File: src/rtl/sound_event_encoder_if.sv
// Bus between the game logic and the sound event encoder.
// Event pulses go toward the encoder. The strobe, code and status signals come back.
// The strobe is a one-way single-cycle pulse with no ready signal.
// The code is meaningful only in the cycle where sound_trigger_out is high; at all other times it is zero.
interface sound_event_encoder_if #(
    parameter int M = 2
);
    logic         evt_eat_food;
    logic         evt_game_over;
    logic         evt_start;
    logic [M-1:0] sound_event_code_out;
    logic         sound_trigger_out;
    logic         busy;
    logic         queue_full;
    logic [7:0]   drop_count;
    logic [1:0]   fsm_state;

    modport master (
        output evt_eat_food, evt_game_over, evt_start,
        input  sound_event_code_out, sound_trigger_out, busy, queue_full,
               drop_count, fsm_state
    );

    modport slave (
        input  evt_eat_food, evt_game_over, evt_start,
        output sound_event_code_out, sound_trigger_out, busy, queue_full,
               drop_count, fsm_state
    );
endinterface

File: src/rtl/sound_event_encoder.sv
// Sound event encoder.
// Game event pulses are prioritised, queued in a small FIFO and issued one at a time.
// Each issued sound is followed by a hold-off time that depends on the event.
// A GAME_OVER event flushes the queue.
// fsm_state shows the issue FSM state for debug (0=IDLE, 1=ISSUE, 2=WAIT).
module sound_event_encoder #(
    parameter int M        = 2,
    parameter int CLK_FREQ = 100_000_000,
    parameter int QDEPTH   = 4,
    parameter int GUARD    = 2
) (
    input  logic clk,
    input  logic reset_n,
    sound_event_encoder_if.slave bus
);
    localparam int PW = $clog2(QDEPTH);

    localparam logic [M-1:0] CODE_NONE = M'(0);
    localparam logic [M-1:0] CODE_EAT  = M'(1);
    localparam logic [M-1:0] CODE_GO   = M'(2);
    localparam logic [M-1:0] CODE_ST   = M'(3);

    localparam logic [31:0] HOLD_EAT = 32'(CLK_FREQ / 20) + 32'(GUARD);
    localparam logic [31:0] HOLD_GO  = 32'(CLK_FREQ / 2)  + 32'(GUARD);
    localparam logic [31:0] HOLD_ST  = 32'(CLK_FREQ / 10) + 32'(GUARD);

    typedef enum logic [1:0] {
        S_IDLE  = 2'd0,
        S_ISSUE = 2'd1,
        S_WAIT  = 2'd2
    } state_t;

    state_t        state, state_nx;
    logic [M-1:0]  mem [QDEPTH];
    logic [PW-1:0] rd_ptr, wr_ptr;
    logic [PW:0]   count;
    logic [M-1:0]  cur_code;
    logic [31:0]   hold_cnt;
    logic [31:0]   hold_val;
    logic [7:0]    drop_cnt;

    logic          acc_go, acc_st, acc_eat;
    logic          push_req, push_ok, cap_drop, pop, full;
    logic [1:0]    n_evt, prio_drops, drops_now;
    logic [M-1:0]  push_code;
    logic [8:0]    drop_sum;

    // Event priority, FIFO push/pop qualification and drop accounting
    always_comb begin
        acc_go     = bus.evt_game_over;
        acc_st     = bus.evt_start & ~bus.evt_game_over;
        acc_eat    = bus.evt_eat_food & ~bus.evt_game_over & ~bus.evt_start;
        n_evt      = 2'(bus.evt_eat_food) + 2'(bus.evt_game_over) + 2'(bus.evt_start);
        prio_drops = (n_evt != 2'd0) ? n_evt - 2'd1 : 2'd0;
        full       = (count == (PW+1)'(QDEPTH));
        pop        = (state == S_IDLE) && (count != '0);
        push_req   = acc_st | acc_eat;
        push_code  = acc_st ? CODE_ST : CODE_EAT;
        // A full queue still accepts a push when the head leaves in the same cycle
        push_ok    = push_req && (!full || pop);
        cap_drop   = push_req && full && !pop;
        drops_now  = prio_drops + 2'(cap_drop);
        drop_sum   = {1'b0, drop_cnt} + 9'(drops_now);
    end

    // Queue storage; contents are don't-care while the queue is empty, so no reset is needed
    always_ff @(posedge clk) begin
        if (acc_go)
            mem[0] <= CODE_GO;
        else if (push_ok)
            mem[wr_ptr] <= push_code;
    end

    // Queue pointers and occupancy; GAME_OVER flushes the queue and becomes the only entry
    always_ff @(posedge clk or negedge reset_n) begin
        if (!reset_n) begin
            rd_ptr <= '0;
            wr_ptr <= '0;
            count  <= '0;
        end else if (acc_go) begin
            rd_ptr <= '0;
            wr_ptr <= PW'(1);
            count  <= (PW+1)'(1);
        end else begin
            if (push_ok)
                wr_ptr <= wr_ptr + PW'(1);
            if (pop)
                rd_ptr <= rd_ptr + PW'(1);
            count <= count + (PW+1)'(push_ok) - (PW+1)'(pop);
        end
    end

    // Capture the popped head; the read sees the old head even in a flush cycle
    always_ff @(posedge clk or negedge reset_n) begin
        if (!reset_n)
            cur_code <= CODE_NONE;
        else if (pop)
            cur_code <= mem[rd_ptr];
    end

    // Saturating count of discarded events
    always_ff @(posedge clk or negedge reset_n) begin
        if (!reset_n)
            drop_cnt <= 8'd0;
        else if (drop_sum > 9'd255)
            drop_cnt <= 8'd255;
        else
            drop_cnt <= drop_sum[7:0];
    end

    // Hold-off length for the sound currently being issued
    always_comb begin
        case (cur_code)
            CODE_EAT: hold_val = HOLD_EAT;
            CODE_GO:  hold_val = HOLD_GO;
            CODE_ST:  hold_val = HOLD_ST;
            default:  hold_val = 32'd0;
        endcase
    end

    // Hold-off counter: loaded during ISSUE, counted down during WAIT
    always_ff @(posedge clk or negedge reset_n) begin
        if (!reset_n)
            hold_cnt <= 32'd0;
        else if (state == S_ISSUE)
            hold_cnt <= hold_val;
        else if (state == S_WAIT && hold_cnt != 32'd0)
            hold_cnt <= hold_cnt - 32'd1;
    end

    // Issue FSM state register
    always_ff @(posedge clk or negedge reset_n) begin
        if (!reset_n)
            state <= S_IDLE;
        else
            state <= state_nx;
    end

    // Issue FSM next state; WAIT leaves in the cycle where the counter would reach zero
    always_comb begin
        state_nx = state;
        case (state)
            S_IDLE:  if (pop) state_nx = S_ISSUE;
            S_ISSUE: state_nx = S_WAIT;
            S_WAIT:  if (hold_cnt <= 32'd1) state_nx = S_IDLE;
            default: state_nx = S_IDLE;
        endcase
    end

    // Issue FSM outputs and status
    always_comb begin
        bus.sound_trigger_out    = (state == S_ISSUE);
        bus.sound_event_code_out = (state == S_ISSUE) ? cur_code : CODE_NONE;
        bus.busy                 = (state != S_IDLE);
        bus.queue_full           = full;
        bus.drop_count           = drop_cnt;
        bus.fsm_state            = state;
    end
endmodule

File: src/flat_wrapper.sv
// flat-port wrapper written by rule: the top's interface ports become plain ports
module sound_event_encoder_flat 
#(
    parameter int M        = 2,
    parameter int CLK_FREQ = 100_000_000,
    parameter int QDEPTH   = 4,
    parameter int GUARD    = 2
)
  (clk, reset_n, bus_evt_eat_food, bus_evt_game_over, bus_evt_start, bus_sound_event_code_out, bus_sound_trigger_out, bus_busy, bus_queue_full, bus_drop_count, bus_fsm_state);
  sound_event_encoder_if #(.M(M)) bus_i ();
  input  logic clk;
  input  logic reset_n;
  input wire logic [$bits(bus_i.evt_eat_food)-1:0] bus_evt_eat_food;
  input wire logic [$bits(bus_i.evt_game_over)-1:0] bus_evt_game_over;
  input wire logic [$bits(bus_i.evt_start)-1:0] bus_evt_start;
  output wire logic [$bits(bus_i.sound_event_code_out)-1:0] bus_sound_event_code_out;
  output wire logic [$bits(bus_i.sound_trigger_out)-1:0] bus_sound_trigger_out;
  output wire logic [$bits(bus_i.busy)-1:0] bus_busy;
  output wire logic [$bits(bus_i.queue_full)-1:0] bus_queue_full;
  output wire logic [$bits(bus_i.drop_count)-1:0] bus_drop_count;
  output wire logic [$bits(bus_i.fsm_state)-1:0] bus_fsm_state;
  assign bus_i.evt_eat_food = bus_evt_eat_food;
  assign bus_i.evt_game_over = bus_evt_game_over;
  assign bus_i.evt_start = bus_evt_start;
  assign bus_sound_event_code_out = bus_i.sound_event_code_out;
  assign bus_sound_trigger_out = bus_i.sound_trigger_out;
  assign bus_busy = bus_i.busy;
  assign bus_queue_full = bus_i.queue_full;
  assign bus_drop_count = bus_i.drop_count;
  assign bus_fsm_state = bus_i.fsm_state;
  sound_event_encoder #(.M(M), .CLK_FREQ(CLK_FREQ), .QDEPTH(QDEPTH), .GUARD(GUARD)) u_core (.clk(clk), .reset_n(reset_n), .bus(bus_i));
endmodule
File: config.mk
export PLATFORM = sky130hd
export DESIGN_NAME = sound_event_encoder_flat
export DESIGN_NICKNAME = d
export VERILOG_FILES = /design/src/rtl/sound_event_encoder_if.sv /design/src/rtl/sound_event_encoder.sv /design/src/flat_wrapper.sv
export SDC_FILE = /design/constraint.sdc
export NUM_CORES = 1
export LEC_CHECK = 0
export BUFFER_PORTS_ARGS = -buffer_cell sky130_fd_sc_hd__buf_2
export CAP_MARGIN = 20
export CORE_MARGIN = 1
export CORE_UTILIZATION = 44
export DETAILED_ROUTE_END_ITERATION = 7
export HOLD_SLACK_MARGIN = 0.1
export PLACE_DENSITY = 0.64
export SLEW_MARGIN = 0
export SYNTH_ARGS = -nofsm -noshare
export SYNTH_HDL_FRONTEND = slang
export SYNTH_SLANG_ARGS = --single-unit
File: constraint.sdc
create_clock -name clk -period 3.1 [get_ports clk]
set_input_delay 0.62 -clock clk [delete_from_list [all_inputs] [get_ports clk]]
set_output_delay 0.62 -clock clk [all_outputs]
set_load 0.01 [all_outputs]
==> summary.txt <==
STA
  • Share of the cycle needed by the critical path after routing: 0.866
  • TNS Setup: 0 ns
  • Setup skew after layout: around 0.0057 ns
  • Slew Viols, Final: 0
  • Unrepaired setup endpoints after global routing: false
  • Max Freq: ~370 MHz
  • Worst max-slew margin expressed relative to the limit: 0.514
  • Slew at the pin closest to its max-slew limit: about 0.7 ns
  • Total of endpoints with negative setup slack in the final report: 0
  • Final-report hold violation count: 0
  • Post-layout min period: 2.68 ns
  • Final worst-path setup slack: 0.416 ns
  • Hold slack: just under 0.4 ns

Detailed routing
  • Number of search-and-repair iterations in the first detailed-routing pass: 4
  • Number of vias in the routed layout: between 2000 and 2500
  • Routed wire length per instance: 14.6 um
  • Top routing layer in use: met4
  • DRC marker count from the first detailed-route iteration: between 100 and 150
  • Detailed route wirelength on metal2: between 3000 and 4000 um
  • M1 wire length: 3110 um
  • Met3 Wirelength: 225 um
  • Average vias per placed instance: 5.58
  • Antenna Nets Post-Route: 0
  • # DRC: 0
  • Final routed wirelength across all metal layers: roughly 6500 um

Clock network
  • Postcts setup bufs: 0
  • Number of levels the H-tree was split into: 3
  • Hold buffers post-CTS: 0
  • Clk Latency, worst-skew pair: ~0.34 ns
  • Number of resized instances in the post-cts repair step: 0
  • TritonCTS Buffers: 9
  • CTS sink cnt: 59
  • Clk slew on worst S/H paths: ~0.070 ns
  • Clock tree from TritonCTS: done
  • Maximum clock insertion buffer count: 2
  • Cell chosen for the clock root: sky130_fd_sc_hd__clkbuf_8

Yosys
  • Most instantiated flip-flop cell in the synthesis netlist: sky130_fd_sc_hd__dfrtp_1
  • Dominant combinational cell family by area after synthesis: simple AND/OR/NAND/NOR gates
  • Area of the mapped netlist: ~3200 um^2
  • Yosys warnings: 0
  • Xor and xnor area share after synthesis: 0.0353
  • Gate count after technology mapping: between 300 and 400
  • Count of flip-flops with a built-in enable after synthesis: 8
  • Number of distinct standard cells referenced by the synthesized netlist: 50
  • Synth Area in Compound Gates: 0.137
  • Async set-reset flop share out of synthesis: 0.864
  • Share of Yosys cell area claimed by the top area cell type: 0.396
  • Net count after synthesis: approximately 340
  • Number of register bits inferred by synthesis: 59
  • Simple-gate area share of the yosys netlist: 0.225
  • Multiplexer share of the synthesized area: 0.0326
  • Arithmetic-cell share of the synthesized area counting full adders, half adders and majority gates: 0.0613
  • Synthesized area divided by synthesized cell count: 10.0 um^2
  • Share of synthesized area occupied by flip-flops and latches: 0.470
  • Biggest area contributors in the synthesized netlist: sky130_fd_sc_hd__dfrtp_1 40%, sky130_fd_sc_hd__edfxtp_1 7.4%, sky130_fd_sc_hd__ha_1 4.3%
  • Post-synthesis cell type with the largest combined area: sky130_fd_sc_hd__dfrtp_1

Setup path
  • Cells along the critical path: buf_2 -> inv_1 -> fa_1 -> nor2b_1 -> ha_1 -> xor2_1 -> inv_1 -> fa_1 -> nor2_1 -> nand3_1 -> nand2b_1
  • Buf+Inv Stages, Crit Path: 3
  • Critical Path Slowest Stage Cell: sky130_fd_sc_hd__fa_1
  • Req. time, crit path: about 3.4 ns
  • Start-to-end type of the worst setup path: input port to register
  • Worst EP arrival: 2.95 ns
  • Register-to-register setup slack: 0.48 ns
  • Top cell family by delay on the critical path: adder cells
  • Largest stage delay, worst path: 0.53 ns
  • Startpoint type of the worst setup path: input port
  • Capturing element type of the critical path: register
  • Largest fanout on the critical path: 6

Floorplan
  • Chip Width: 87.6 um
  • Total die area: around 7700 um^2
  • Core area: roughly 6900 um^2
  • Effective utilization at floorplan: 0.465
  • Die Y: 87.6 um
  • Count of pins on the block boundary: 20
  • Count of standard-cell rows: 30

Layout
  • Nets: between 300 and 400
  • Layout area overhead: 12.1%
  • Post-route cell area: around 3600 um^2
  • Layout cells sized above 1: 0.160
  • Number of antenna cells inserted: 0

Power and ir drop
  • Static Leakage: about 0.0015 uW
  • Peak ir drop on the vdd network: 0.453 mV
  • Cell area power density: about 910 nW/um^2
  • Total design power: about 3300 uW

Placement
  • Area of placed instances: 3420 um^2
  • Half-perimeter wire length after placement: 4580 um
  • Port Buffers: 19
  • Last weighted congestion value of the routability-driven placer: just over 0.8
  • Post-Place Worst Slack: between 0.03 and 0.04 ns

Run status
  • Result of the run: finished clean

Global routing
  • First-pass GRT wire length: about 11000 um
  • Largest net degree at the start of global routing: 52
  • Total gr overflow: 0
  • Number of global-route vias before repair: between 2000 and 2500
  • Total global routing track utilization: 0.193
  • Antenna violations before repair: 0

Min path
  • Hold WC Path Type: input port to async pin

Run
  • Number of max-cap violations: 0
[per-stage QoR]
step / utilization / cells
finish: 0.521 / 446
detailed placement: 0.492 / 430
floorplan: - / 322
global route: 0.521 / 446
global placement: 0.492 / 430
CTS: 0.521 / 446
[synthesized netlist by cell type, types with 2 or more instances]
library cell / instances
sky130_fd_sc_hd__xnor2_1: 7
sky130_fd_sc_hd__clkbuf_1: 9
sky130_fd_sc_hd__a31o_2: 2
sky130_fd_sc_hd__a311oi_1: 2
sky130_fd_sc_hd__nor4_1: 3
sky130_fd_sc_hd__o21ai_0: 11
sky130_fd_sc_hd__xor2_1: 6
sky130_fd_sc_hd__and3_1: 2
sky130_fd_sc_hd__nand4_1: 3
sky130_fd_sc_hd__mux4_2: 2
sky130_fd_sc_hd__nand2_1: 25
sky130_fd_sc_hd__o31ai_1: 7
sky130_fd_sc_hd__inv_1: 15
sky130_fd_sc_hd__nor2b_1: 2
sky130_fd_sc_hd__or3_1: 10
sky130_fd_sc_hd__fa_1: 3
sky130_fd_sc_hd__nor3_1: 11
sky130_fd_sc_hd__or2_2: 6
sky130_fd_sc_hd__buf_6: 2
sky130_fd_sc_hd__or4_1: 14
sky130_fd_sc_hd__ha_1: 11
sky130_fd_sc_hd__nand2b_1: 7
sky130_fd_sc_hd__and2_1: 2
sky130_fd_sc_hd__mux2i_1: 6
sky130_fd_sc_hd__nand3_1: 14
sky130_fd_sc_hd__nor2_1: 31
sky130_fd_sc_hd__o21ai_1: 4
sky130_fd_sc_hd__a211oi_1: 2
sky130_fd_sc_hd__o41ai_1: 3
sky130_fd_sc_hd__dfrtp_1: 51
sky130_fd_sc_hd__a21oi_1: 8
sky130_fd_sc_hd__o311ai_0: 3
sky130_fd_sc_hd__o211ai_1: 5
sky130_fd_sc_hd__edfxtp_1: 8
sky130_fd_sc_hd__a31oi_1: 10
[routing by layer]
metal | track usage | vias to the layer above
met1 | 0.249 | 1193
met4 | 0.0686 | 0
met2 | 0.313 | 42
li1 | - | 1239
met5 | 0 | -
met3 | 0.0537 | 13
[worst reg2reg max path, delay by kind of cell (launching register included)]
kind	cells	cell delay [ns]
AND/OR/NAND/NOR	2	0.90
adder cells (fa/ha/maj)	1	0.18
AO/OA/AOI/OAI	3	0.91
buffers and inverters	1	0.08
flip-flops	1	0.43
[sequential cells by signal, indices dropped and copies added (netlist names)]
name	count
u_core.rd_ptr	2
u_core.wr_ptr	2
u_core.bus.fsm_state	2
u_core.bus.drop_count	8
u_core.mem	8
u_core.count	3
u_core.hold_cnt	32
u_core.cur_code	2
[logic make-up (layout without fill, tap and decap cells)]
kind of cell / count (synthesis) / in the layout
fa+ha+maj: 14 / 14
mux: 8 / 8
compound gates: 64 / 64
simple gates: 136 / 136
buf+inv: 28 / 56
xor+xnor: 13 / 13
flops: 59 / 59
[where the power goes]
group	internal, uW	switching (uW)
combinational	517	740
sequential	1050	280
clock	374	336
total	1950	1360
[cells in the final DEF, fill, tap and decap left out, drive strengths merged, types with 2 or more instances in the layout]
master | Yosys | final
nor4 | 4 | 4
nand4 | 3 | 3
mux4 | 2 | 2
clkinv | 1 | 2
fa | 3 | 3
nor2b | 2 | 2
nand2 | 25 | 25
a311oi | 2 | 2
xor2 | 6 | 6
a31o | 3 | 3
a31oi | 10 | 10
o211ai | 5 | 5
xnor2 | 7 | 7
dfrtp | 51 | 51
buf | 3 | 24
o21ai | 15 | 15
a211oi | 2 | 2
or4 | 15 | 15
clkbuf | 9 | 9
nand2b | 7 | 7
nor3 | 11 | 11
nor2 | 31 | 31
ha | 11 | 11
or2 | 7 | 7
clkinvlp | 0 | 4
and3 | 2 | 2
inv | 15 | 16
o41ai | 4 | 4
a21oi | 8 | 8
edfxtp | 8 | 8
o31ai | 7 | 7
and2 | 2 | 2
mux2i | 6 | 6
o311ai | 3 | 3
or3 | 10 | 10
nand3 | 14 | 14
[layout make-up]
class                   instances  area, um^2
clock inverters                 7        77.6
clock buffers                   9         124
well taps                      96         120
multi-input cells             235        1590
fillers                       654        3330
repair buffers                 24         133
flip-flops and latches         59        1520
inverters                      16        60.1
[final timing paths]
| kind | startpoint | endpoint | cells past startpoint |
|---|---|---|---|
| worst max-delay path | bus_evt_game_over | u_core.bus.drop_count[0] | 11 |
| worst min-delay path | reset_n | u_core.hold_cnt[24] | 2 |
| worst max register to register | u_core.hold_cnt[0] | u_core.hold_cnt[30] | 7 |
| worst min register to register | u_core.hold_cnt[27] | u_core.hold_cnt[27] | 1 |
| max in group asynchronous | reset_n | u_core.bus.drop_count[0] | 2 |
| min in group clk | u_core.hold_cnt[27] | u_core.hold_cnt[27] | 1 |
No activity file was read; power rests on OpenSTA's default activity.
